`src/rtl/snd_bus_sequencer.sv`:
```
`default_nettype none
// ============================================================================
// Module   : snd_bus_sequencer
// Brief    : Posted-write FIFO plus timed replay onto the shared YM2203/SAA1099
//            sound bus. Optional RECOVER state: SND_BUS_SEQ_RECOVERY_EN.
// Revision : 1.0 - initial release
// ============================================================================
module snd_bus_sequencer #(
    parameter int DEPTH_LOG2   = 2,
    parameter int SETUP_CYC    = 3,
    parameter int STROBE_CYC   = 8,
    parameter int HOLD_CYC     = 3,
    parameter int RECOVERY_CYC = 16
) (
    input  logic       clk32,
    input  logic       rst_n,
    input  logic       req_wr,
    input  logic [1:0] req_dev,
    input  logic       req_a0,
    input  logic [7:0] req_data,
    output logic       req_rdy,
    output logic       busy,
    output logic       ovf,
    input  logic       ovf_clr,
    output logic [7:0] ad_out,
    output logic       ad_oe,
    output logic       aa0,
    output logic       n_awr,
    output logic       n_ym1_cs,
    output logic       n_ym2_cs,
    output logic       n_saa_cs
);

    localparam int                  c_depth     = 1 << DEPTH_LOG2;
    localparam logic [DEPTH_LOG2:0] c_full      = (DEPTH_LOG2 + 1)'(c_depth);
    localparam logic [DEPTH_LOG2:0] c_cnt_one   = (DEPTH_LOG2 + 1)'(1);
    localparam logic [DEPTH_LOG2-1:0] c_ptr_one = DEPTH_LOG2'(1);
    localparam logic [5:0]          c_setup_ld  = 6'(SETUP_CYC - 1);
    localparam logic [5:0]          c_strobe_ld = 6'(STROBE_CYC - 1);
    localparam logic [5:0]          c_hold_ld   = 6'(HOLD_CYC - 1);
`ifdef SND_BUS_SEQ_RECOVERY_EN
    localparam logic [5:0]          c_recover_ld = 6'(RECOVERY_CYC - 1);
`endif

    if (SETUP_CYC < 1 || SETUP_CYC > 15 || STROBE_CYC < 1 || STROBE_CYC > 15 ||
        HOLD_CYC < 1 || HOLD_CYC > 15 || RECOVERY_CYC < 1 || RECOVERY_CYC > 63)
    begin : g_param_check
        $error("snd_bus_sequencer: timing parameter out of range");
    end

    typedef enum logic [2:0] {
        S_IDLE    = 3'd0,
        S_SETUP   = 3'd1,
        S_STROBE  = 3'd2,
        S_HOLD    = 3'd3
`ifdef SND_BUS_SEQ_RECOVERY_EN
        , S_RECOVER = 3'd4
`endif
    } state_t;

    // FIFO entry layout: {dev[1:0], a0, data[7:0]}
    logic [10:0]           r_mem [c_depth];
    logic [DEPTH_LOG2-1:0] r_wr_ptr;
    logic [DEPTH_LOG2-1:0] r_rd_ptr;
    logic [DEPTH_LOG2:0]   r_count;
    logic                  r_ovf;
    logic                  w_full;
    logic                  w_empty;
    logic                  w_push;
    logic                  w_drop;
    logic                  w_pop;
    logic [10:0]           w_head;

    state_t     r_state, w_state_nxt;
    logic [5:0] r_cnt, w_cnt_nxt;
    logic [2:0] r_cs, w_cs_nxt;          // {saa, ym2, ym1}, active low
    logic [7:0] r_ad, w_ad_nxt;
    logic       r_oe, w_oe_nxt;
    logic       r_aa0, w_aa0_nxt;
    logic       r_nawr, w_nawr_nxt;

    assign w_full  = (r_count == c_full);
    assign w_empty = (r_count == '0);
    assign w_push  = req_wr && (req_dev != 2'd3) && !w_full;
    // Fullness is judged before any same-edge pop, so a request at full is lost.
    assign w_drop  = req_wr && (req_dev != 2'd3) && w_full;
    assign w_head  = r_mem[r_rd_ptr];

    always_ff @(posedge clk32) begin
        if (w_push) begin
            r_mem[r_wr_ptr] <= {req_dev, req_a0, req_data};
        end
    end

    always_ff @(posedge clk32 or negedge rst_n) begin
        if (!rst_n) begin
            r_wr_ptr <= '0;
            r_rd_ptr <= '0;
            r_count  <= '0;
            r_ovf    <= 1'b0;
        end else begin
            if (w_push) begin
                r_wr_ptr <= r_wr_ptr + c_ptr_one;
            end
            if (w_pop) begin
                r_rd_ptr <= r_rd_ptr + c_ptr_one;
            end
            case ({w_push, w_pop})
                2'b10:   r_count <= r_count + c_cnt_one;
                2'b01:   r_count <= r_count - c_cnt_one;
                default: r_count <= r_count;
            endcase
            if (w_drop) begin
                r_ovf <= 1'b1;
            end else if (ovf_clr) begin
                r_ovf <= 1'b0;
            end
        end
    end

    always_ff @(posedge clk32 or negedge rst_n) begin
        if (!rst_n) begin
            r_state <= S_IDLE;
            r_cnt   <= '0;
            r_cs    <= 3'b111;
            r_ad    <= '0;
            r_oe    <= 1'b0;
            r_aa0   <= 1'b0;
            r_nawr  <= 1'b1;
        end else begin
            r_state <= w_state_nxt;
            r_cnt   <= w_cnt_nxt;
            r_cs    <= w_cs_nxt;
            r_ad    <= w_ad_nxt;
            r_oe    <= w_oe_nxt;
            r_aa0   <= w_aa0_nxt;
            r_nawr  <= w_nawr_nxt;
        end
    end

`ifdef SND_BUS_SEQ_RECOVERY_EN
    logic w_ym_data;
    // The latched CS and aa0 already identify a YM data-port write.
    assign w_ym_data = (!r_cs[0] || !r_cs[1]) && r_aa0;
`endif

    always_comb begin
        w_state_nxt = r_state;
        w_cnt_nxt   = r_cnt;
        w_pop       = 1'b0;
        w_cs_nxt    = r_cs;
        w_ad_nxt    = r_ad;
        w_oe_nxt    = r_oe;
        w_aa0_nxt   = r_aa0;
        w_nawr_nxt  = r_nawr;
        case (r_state)
            S_IDLE: begin
                if (!w_empty) begin
                    w_pop       = 1'b1;
                    w_state_nxt = S_SETUP;
                    w_cnt_nxt   = c_setup_ld;
                    w_ad_nxt    = w_head[7:0];
                    w_aa0_nxt   = w_head[8];
                    w_oe_nxt    = 1'b1;
                    w_nawr_nxt  = 1'b1;
                    case (w_head[10:9])
                        2'd0:    w_cs_nxt = 3'b110;
                        2'd1:    w_cs_nxt = 3'b101;
                        2'd2:    w_cs_nxt = 3'b011;
                        default: w_cs_nxt = 3'b111;
                    endcase
                end
            end
            S_SETUP: begin
                if (r_cnt == 6'd0) begin
                    w_state_nxt = S_STROBE;
                    w_cnt_nxt   = c_strobe_ld;
                    w_nawr_nxt  = 1'b0;
                end else begin
                    w_cnt_nxt = r_cnt - 6'd1;
                end
            end
            S_STROBE: begin
                if (r_cnt == 6'd0) begin
                    w_state_nxt = S_HOLD;
                    w_cnt_nxt   = c_hold_ld;
                    w_nawr_nxt  = 1'b1;
                end else begin
                    w_cnt_nxt = r_cnt - 6'd1;
                end
            end
            S_HOLD: begin
                if (r_cnt == 6'd0) begin
                    w_cs_nxt    = 3'b111;
                    w_oe_nxt    = 1'b0;
                    w_state_nxt = S_IDLE;
`ifdef SND_BUS_SEQ_RECOVERY_EN
                    if (w_ym_data) begin
                        w_state_nxt = S_RECOVER;
                        w_cnt_nxt   = c_recover_ld;
                    end
`endif
                end else begin
                    w_cnt_nxt = r_cnt - 6'd1;
                end
            end
`ifdef SND_BUS_SEQ_RECOVERY_EN
            S_RECOVER: begin
                if (r_cnt == 6'd0) begin
                    w_state_nxt = S_IDLE;
                end else begin
                    w_cnt_nxt = r_cnt - 6'd1;
                end
            end
`endif
            default: begin
                w_state_nxt = S_IDLE;
            end
        endcase
    end

    assign req_rdy  = !w_full;
    assign busy     = !w_empty || (r_state != S_IDLE);
    assign ovf      = r_ovf;
    assign ad_out   = r_ad;
    assign ad_oe    = r_oe;
    assign aa0      = r_aa0;
    assign n_awr    = r_nawr;
    assign n_ym1_cs = r_cs[0];
    assign n_ym2_cs = r_cs[1];
    assign n_saa_cs = r_cs[2];

endmodule
`default_nettype wire

```
`config.mk`:
```
export PLATFORM = sky130hd
export DESIGN_NAME = snd_bus_sequencer
export DESIGN_NICKNAME = d
export VERILOG_FILES = /design/src/rtl/snd_bus_sequencer.sv
export SDC_FILE = /design/constraint.sdc
export NUM_CORES = 1
export LEC_CHECK = 0
export ABC_AREA = 1
export ABC_CLOCK_PERIOD_IN_PS = 2500
export CAP_MARGIN = 20
export CORE_ASPECT_RATIO = 0.75
export CORE_MARGIN = 4
export CORE_UTILIZATION = 55
export CTS_CLUSTER_DIAMETER = 200
export DETAILED_ROUTE_END_ITERATION = 7
export PLACE_DENSITY = 0.8
export SLEW_MARGIN = 20
export SYNTH_ARGS = -nofsm -noshare
export SYNTH_HDL_FRONTEND = slang
export SYNTH_SLANG_ARGS = --single-unit
```
`constraint.sdc`:
```
create_clock -name clk32 -period 2.5 [get_ports clk32]
set_clock_uncertainty 0.15 [all_clocks]
set_input_delay 0.375 -clock clk32 [delete_from_list [all_inputs] [get_ports clk32]]
set_output_delay 0.375 -clock clk32 [all_outputs]
set_load 0.02 [all_outputs]
```
==> results.cfg, run 1 <==
[synthesis]
syn_inst = 323
synthFlopType = edfxtp_1
avgSynthCellArea_um2 = 10.4
yosys.area.top_type = edfxtp_1
synth_top_area_share_pct = 39.4
synth_seq_cells = 74
synth_area_um2 = 3350
ys_seq_area_share_pct = 62.0
async_reset_ff_share_pct = 40.5
yosysWarnings = 0
synthTopCellsByArea = edfxtp_1 (39%), dfrtp_1 (19%), nor2_1 (6.5%)
ys_types = 30
synth-edff-count = 44
syn_nets = 351

[final_layout]
design_area_um2 = 4040
finalNonFillerCells = 452
syn_to_final_growth_pct = 20.5
final_nets = 397
diodes = 0
drive_above_1_share_pct = 12.6
fill_cells = 421

[drt]
drcViolationCount = 0
wirelength_um = 6220
wl_met2_um = 2930
first_pass_iters = 5
drt-met1-wl_um = 2820
antenna_left = 0
wl_met3_um = 424
top_layer = met4
drt-initial-drc-count = 136
viasPerCell = 5.06
vias = 2287
wl_per_cell_um = 13.8

[sta]
hold_ws_ps = 274
slew_headroom_pct = 67.2
fin_tns_setup_ps = 0
hold_viol_final = 0
maxSlewViolCount = 0
period_minus_slack_ps = 2320
fmax_ghz = 0.431
rsz0062_at_grt = no
tightest_slew_ps = 491
period_share_pct = 92.9
setup_viol = 0

[flow_run]
cap_violations = 0

[clock_tree]
clk_pin_slew_ps = 80
cts_buffer_depth = 2
cts_root_buf = clkbuf_8
htreeDepth = 3
insertion_delay_ps = 340
cts_made_buffers = 9
cts_sinks = 74
cts_tree = done

[power_and_ir_drop]
ir_worst_vdd_v = 0.000617
p_per_area_nw_per_um2 = 1320
power_uw = 5340
p_leak_uw = 0.00171

[placement]
placed_cells = 436
post-dp-hpwl_um = 4430
port_buffers = 31
dpl_cell_area_um2 = 3790
gp_congestion = 0.872

[floorplanning]
ioPinCount = 32
rows = 24
die_h_um = 75.6
start_util_pct = 57.2
core-area_um2 = 5860
dieArea_um2 = 7420
die_w_um = 98.1

[critical_path]
crit_fanout = 5
crit_type = flop to flop
rrSetupSlack_ps = 180
start_kind = flop
required_ps = 2560
endpoint_kind = flop
critPathArrivalTime_ps = 2390

[hold_path]
holdCritPathClass = input port to asynchronous set/reset pin

[grt]
globalRouteTotalUtil_pct = 18.0
grt_max_degree = 31
grt.overflow.total = 0
antenna_found_initial = 0
grt_pass1_wl_um = 10100
grt_pass1_vias = 2109

[outcome]
status = completed
## worst max-delay path, stage by stage, from the launching register on
cell and delay, ps:
dfrtp_1 440, inv_1 120, ha_1 250, nand2_1 100, inv_1 80, ha_1 150, inv_1 70, fa_1 390
a21oi_1 170, o21ai_0 130, xor2_1 150
## power by group
| group | leakage, µW | switching (µW) | total [µW] | internal (µW) |
|---|---|---|---|---|
| Sequential | 0.000751 | 238 | 1920 | 1680 |
| Combinational | 0.000839 | 1420 | 2330 | 905 |
| Clock | 0.000121 | 430 | 1090 | 663 |
| Total | 0.00171 | 2090 | 5340 | 3240 |
## path summary, 6_finish.rpt
check / start / endpoint / cells past startpoint
worst max register to register: r_state[1] / r_count[2] / 10
max in group asynchronous: rst_n / n_awr / 2
worst min register to register: r_cs[2] / r_cs[2] / 2
worst min-delay path: rst_n / r_cnt[5] / 2
worst max-delay path: r_state[1] / r_count[2] / 10
min in group clk32: r_cs[2] / r_cs[2] / 2
## cells by family (layout without fill, tap and decap cells)
| kind of cell | count (synthesis) | in the layout | share of synthesized area [%] |
|---|---|---|---|
| flops | 74 | 74 | 62.0 |
| simple gates | 148 | 148 | 19.8 |
| buf+inv | 43 | 94 | 5.53 |
| compound gates | 41 | 41 | 6.54 |
| fa+ha+maj | 13 | 13 | 5.08 |
| xor+xnor | 4 | 4 | 1.05 |
## synth_stat cells (2+ instances only)
cell type / instances
a31oi_1: 9
nor3_1: 2
o21ai_1: 5
nor2_1: 58
buf_4: 4
nand4_4: 2
nand3_2: 2
dfrtp_1: 26
nand4_1: 5
nor2_2: 2
nand3_1: 16
nand2_1: 55
xor2_1: 3
dfstp_2: 4
ha_1: 12
clkbuf_1: 2
nand2_2: 2
or2_2: 2
edfxtp_1: 44
o21ai_0: 22
inv_1: 30
inv_2: 5
a21oi_1: 4
## state kept, by name, indices dropped and copies added (netlist names)
| register | flops |
|---|---|
| r_cs | 3 |
| r_mem | 44 |
| r_state | 2 |
| r_wr_ptr | 2 |
| r_count | 3 |
| ovf | 1 |
| aa0 | 1 |
| r_rd_ptr | 2 |
| ad_oe | 1 |
| ad_out | 8 |
| n_awr | 1 |
| r_cnt | 6 |
## timing repair
item / CTS / global route
hold buffers: 0 / 0
gates resized for setup: 0 / 1
hold endpoints to repair: 0 / 0
buffers inserted: 0 / 0
setup endpoints to repair: 0 / 1
## stage by stage
step	util (%)	setup WS (ps)
floorplan	-	288
global placement	64.8	165
detailed placement	64.8	110
CTS	68.9	14.2
global route	68.9	28.3
finish	68.9	179
## per-layer routing
metal / up-vias / GRT usage (%)
met5: - / 0
met4: 0 / 6.61
met3: 6 / 4.94
met2: 69 / 30.1
met1: 1042 / 23.1
li1: 1170 / -
## layout make-up
class / instances / area, µm² / area share, %
flip-flops and latches: 74 / 2080 / 51.5
multi-input cells: 206 / 1090 / 26.9
repair buffers: 43 / 403 / 9.98
inverters: 35 / 131 / 3.25
clock buffers: 9 / 124 / 3.07
clock inverters: 7 / 116 / 2.88
well taps: 78 / 97.6 / 2.42
## placed cells by master (no fill, tap or decap), drive strengths merged
cell           count
dfstp              4
nor3               2
bufinv             3
clkbuf             9
edfxtp            44
a21boi             1
fa                 1
nand3             18
nand4              7
ha                12
dlymetal6s2s       1
inv               36
or2                2
nor2              61
xor2               3
a21oi              4
clkinv             3
o21ai             27
a31oi              9
buf               12
xnor2              1
nand2             57
nor2b              1
clkdlybuf4s50     30
dfrtp             26
(Power assumes the default switching activity.)
==> run 2: changes to the inputs <==
GPL_TIMING_DRIVEN = 0   (was not set)
RECOVER_POWER = 50   (was not set)
==> run 2 against run 1 <==
Compared with the run above: first-iteration DRC count shrank 36%; flip-flop and latch count stayed put; critical path type is now input port to flop; setup slack worse by 120 ps; count of clock-buffer cells in the layout stayed put; combinational power up 6%; non-clock buffer count down 2; largest cell class unchanged; the flow now finishes with violations (max-capacitance violations, max-slew violations); sequential share of layout area is 0.71 points higher.
==> results.cfg, run 2 (synthesized netlist as in run 1, its figures left out) <==
[hold_path]
holdCritPathClass = flop to flop
holdPathStages = 2

[sta]
tightest_slew_ps = 1670
hold_ws_ps = 320
period_share_pct = 97.6
setup_viol = 0
fmax_ghz = 0.410
slew_headroom_pct = -11.6
period_minus_slack_ps = 2440
rsz0062_at_grt = yes
maxSlewViolCount = 31
hold_viol_final = 0

[floorplanning]
core-area_um2 = 5860
start_util_pct = 57.2
dieArea_um2 = 7420
ioPinCount = 32
die_w_um = 98.1
die_h_um = 75.6
rows = 24

[power_and_ir_drop]
p_per_area_nw_per_um2 = 1330
ir_worst_vdd_v = 0.000661
p_leak_uw = 0.00167

[critical_path]
crit_cells = 4
critical_path_buf_inv_count = 1
critical-path-top-delay-family = simple AND/OR/NAND/NOR gates
reg2regPathDepth = 11
crit_fanout = 11
endpoint_kind = flop
critPathArrivalTime_ps = 2260
start_kind = input port
cpPeakStageDelay_ps = 860
required_ps = 2320
slowest_stage = nor2_1
cp_cell_sequence = clkdlybuf4s50_1 > a21boi_0 > nand2_2 > nor2_1
crit_type = input port to flop

[drt]
drcViolationCount = 0
antenna_left = 0
viasPerCell = 5.13
drt-initial-drc-count = 87
wirelength_um = 6660
vias = 2310
wl_per_cell_um = 14.8
first_pass_iters = 4

[flow_run]
cap_violations = 1

[clock_tree]
clk_pin_slew_ps = 80
cts_sinks = 74
cts_buffer_depth = 2
cts_setup_buffers = 0
cts_made_buffers = 9
cts_tree = done
insertion_delay_ps = 350
htreeDepth = 3
cts_root_buf = clkbuf_8

[placement]
post-dp-hpwl_um = 4490
port_buffers = 31
placed_cells = 432
gp_congestion = 0.924

[final_layout]
finalNonFillerCells = 450
fin_util_pct = 68.0
largest_register = r_mem
final_nets = 395
final_cell_mix = nor2_1 (58), nand2_1 (55), edfxtp_1 (44)
syn_to_final_growth_pct = 18.9
multi_input_area_um2 = 1100
final_common_cell = nor2_1
drive_above_1_share_pct = 12.4
fill_cells = 436
seqCellArea_um2 = 2080
largest_reg_flops = 44
diodes = 0

[outcome]
status = finished with violations
violations = max-capacitance violations, max-slew violations

[grt]
grt.overflow.total = 0
globalRouteTotalUtil_pct = 18.9
grt_max_degree = 31
antenna_found_initial = 0
grt_pass1_vias = 2172
grt_pass1_wl_um = 10500
-- run 2: per-stage QoR --
stage	setup WS, ps	TNS, ps	area [µm²]	power, µW
6_report	60.5	0	3980	5290
5_1_grt	-66.3	-1790	3980	5700
4_1_cts	24.5	0	3960	5280
3_5_place_dp	-337	-14230	3750	4340
3_3_place_gp	-317	-12460	3760	4230
2_1_floorplan	288	0	3350	3570
-- run 2: worst paths after layout --
kind	from	end	slack [ps]
worst min register to register	n_awr	n_awr	320
worst min-delay path	n_awr	n_awr	320
worst max-delay path	req_dev[0]	r_mem[3][10]	60
worst max register to register	r_state[0]	r_count[2]	160
min in group asynchronous	rst_n	r_cnt[4]	840
max in group asynchronous	rst_n	ad_out[6]	390
-- run 2: repair_timing --
item                                   in CTS  in global routing
hold buffers                                1                  0
gates resized for setup                     1                  4
setup endpoints to repair                   1                 34
endpoints found under the hold margin      26                  0
-- run 2: cell type report --
type / instances / share of cell area, %
plain buffers: 8 / 1.35
clock buffers: 9 / 3.11
clock inverters: 7 / 1.95
inverters: 35 / 3.30
multi-input cells: 206 / 27.6
flip-flops and latches: 74 / 52.2
well taps: 78 / 2.45
repair buffers: 33 / 8.05
-- run 2: where the power goes --
group	leakage [µW]	internal, µW	switching (µW)
Clock	0.000100	469	462
Sequential	0.000751	1680	202
Combinational	0.000816	941	1530
-- run 2: tightest hold or removal path: stages, from the launching register on --
cell	delay [ps]
dfstp_2	370
inv_1	40
a21oi_1	60
-- run 2: metal layers --
metal  up-vias  wire length [µm]  track usage (%)
li1       1155                 -                -
met1      1084              2990             24.4
met2        61              3230             30.7
met3        10               370             6.31
met4         0                74             6.14
met5         -                 0                0
==> run 3: changes to the inputs <==
MAX_ROUTING_LAYER = met4   (was not set)
==> run 3 against run 2 <==
Compared with the run above: the flow now finishes without violations; power rose by 4.2%; maximum frequency rose by 2.5%; sequential share of layout area fell by 1.0 points; sequential power barely moved; clock power rose by 21%; count of clock-buffer cells in the layout did not move; critical path depth rose by 7; flip-flop and latch count did not move; cell area rose by 2.0%; via count rose by 0.91%; register-to-register slack got worse by 40 ps; highest routed layer unchanged.
==> results.cfg, run 3 (synthesized netlist as in run 1, its figures left out) <==
[hold_path]
holdCritPathClass = flop to flop

[critical_path]
required_ps = 2580
crit_type = flop to flop
critPathArrivalTime_ps = 2460
endpoint_kind = flop
crit_fanout = 10
start_kind = flop

[sta]
slew_headroom_pct = 36.5
hold_ws_ps = 320
period_minus_slack_ps = 2380
setup_viol = 0
hold_viol_final = 0
period_share_pct = 95.2
tightest_slew_ps = 953
maxSlewViolCount = 0
fmax_ghz = 0.420

[power_and_ir_drop]
ir_worst_vdd_v = 0.000696
power_uw = 5510
p_per_area_nw_per_um2 = 1360
p_leak_uw = 0.00171

[grt]
grt.overflow.total = 0
globalRouteTotalUtil_pct = 19.8
antenna_found_initial = 0
grt_pass1_vias = 2282
grt_max_degree = 21
grt_pass1_wl_um = 10800

[clock_tree]
cts_tree = done
insertion_delay_ps = 350
cts_buffer_depth = 2
clk_pin_slew_ps = 80
cts_sinks = 74
htreeDepth = 3
cts_made_buffers = 9
cts_root_buf = clkbuf_8

[floorplanning]
rows = 24
core-area_um2 = 5860
die_w_um = 98.1
dieArea_um2 = 7420
die_h_um = 75.6
start_util_pct = 57.2
ioPinCount = 32

[drt]
first_pass_iters = 4
vias = 2331
wirelength_um = 6570
wl_per_cell_um = 14.5
drcViolationCount = 0
viasPerCell = 5.16
antenna_left = 0
drt-initial-drc-count = 152

[final_layout]
drive_above_1_share_pct = 13.1
fill_cells = 433
final_nets = 397
syn_to_final_growth_pct = 21.3
largest_reg_flops = 44
largest_register = r_mem
diodes = 0
final_cell_mix = nand2_1 (55), nor2_1 (55), edfxtp_1 (44)

[placement]
gp_congestion = 0.930
post-dp-hpwl_um = 4470
port_buffers = 31

[outcome]
status = completed

[flow_run]
cap_violations = 0
==> run 3: changes by cell type in the layout (fill, tap and decap cells not counted), sizes merged <==
cell          before  now
buf                7    8
dlymetal6s2s       0    1
dlygate4sd2        1    0
bufinv             1    3
clkinv             3    1
dlymetal6s4s       0    1
==> run 3: path summary, 6_finish.rpt <==
check | startpoint | to | slack (ps) | depth (start not counted)
max in group asynchronous | rst_n | aa0 | 450 | 3
worst min register to register | r_cs[1] | r_cs[1] | 320 | 2
min in group asynchronous | rst_n | r_cnt[3] | 380 | 2
worst max-delay path | r_state[0] | r_count[2] | 120 | 11
worst min-delay path | r_cs[1] | r_cs[1] | 320 | 2
worst max register to register | r_state[0] | r_count[2] | 120 | 11
==> run 3: per-layer routing <==
metal | track usage (%) | share of wire, % | vias to the layer above
li1 | - | - | 1161
met1 | 25.3 | 45 | 1090
met2 | 31.0 | 46 | 65
met3 | 6.50 | 7.2 | 15
met4 | 5.53 | 1.4 | 0
met5 | - | 0 | -
==> run 3: where the power goes <==
group	switching [µW]	internal (µW)	total, µW
Combinational	1540	961	2500
Clock	458	671	1130
Sequential	196	1680	1870
==> run 3: repair_timing <==
action / 4_1_cts / 5_1_grt
setup buffers: 1 / 0
hold buffers: 1 / 0
endpoints found under the hold margin: 7 / 0
cloned: 0 / 0
resized for setup: 1 / 7
endpoints found under the setup margin: 2 / 35
==> run 3: final cells by class <==
cell class                      instances  area (µm²)  area share [%]
Sequential cell                        74        2080            51.1
Multi-Input combinational cell        206        1110            27.3
Timing Repair Buffer                   35         344            8.47
Inverter                               35         131            3.23
Clock buffer                            9         124            3.05
Clock inverter                          7         124            3.05
Tap cell                               78        97.6            2.40
Buffer                                  8        57.6            1.42
==> run 3: critical path, stage by stage, from the launching register on <==
cell and delay (ps):
dfrtp_1 400, inv_1 160, ha_4 180, nand2_1 80, inv_1 100, buf_6 160, ha_1 150, inv_1 70
fa_1 380, a21oi_1 160, o21ai_0 120, xor2_1 150
==> run 3: through the flow <==
stage / worst slack, ps / util, % / instance area (µm²) / TNS [ps] / cells
final: 119 / 69.4 / 4060 / 0 / 452
after floorplan: 288 / - / 3350 / 0 / 323
after global placement: -316 / 64.2 / 3760 / -12350 / 432
after global routing: -1.03 / 69.4 / 4060 / -1.03 / 452
after detailed placement: -333 / 64.6 / 3780 / -12910 / 433
after CTS: 23.7 / 69.1 / 4050 / 0 / 451
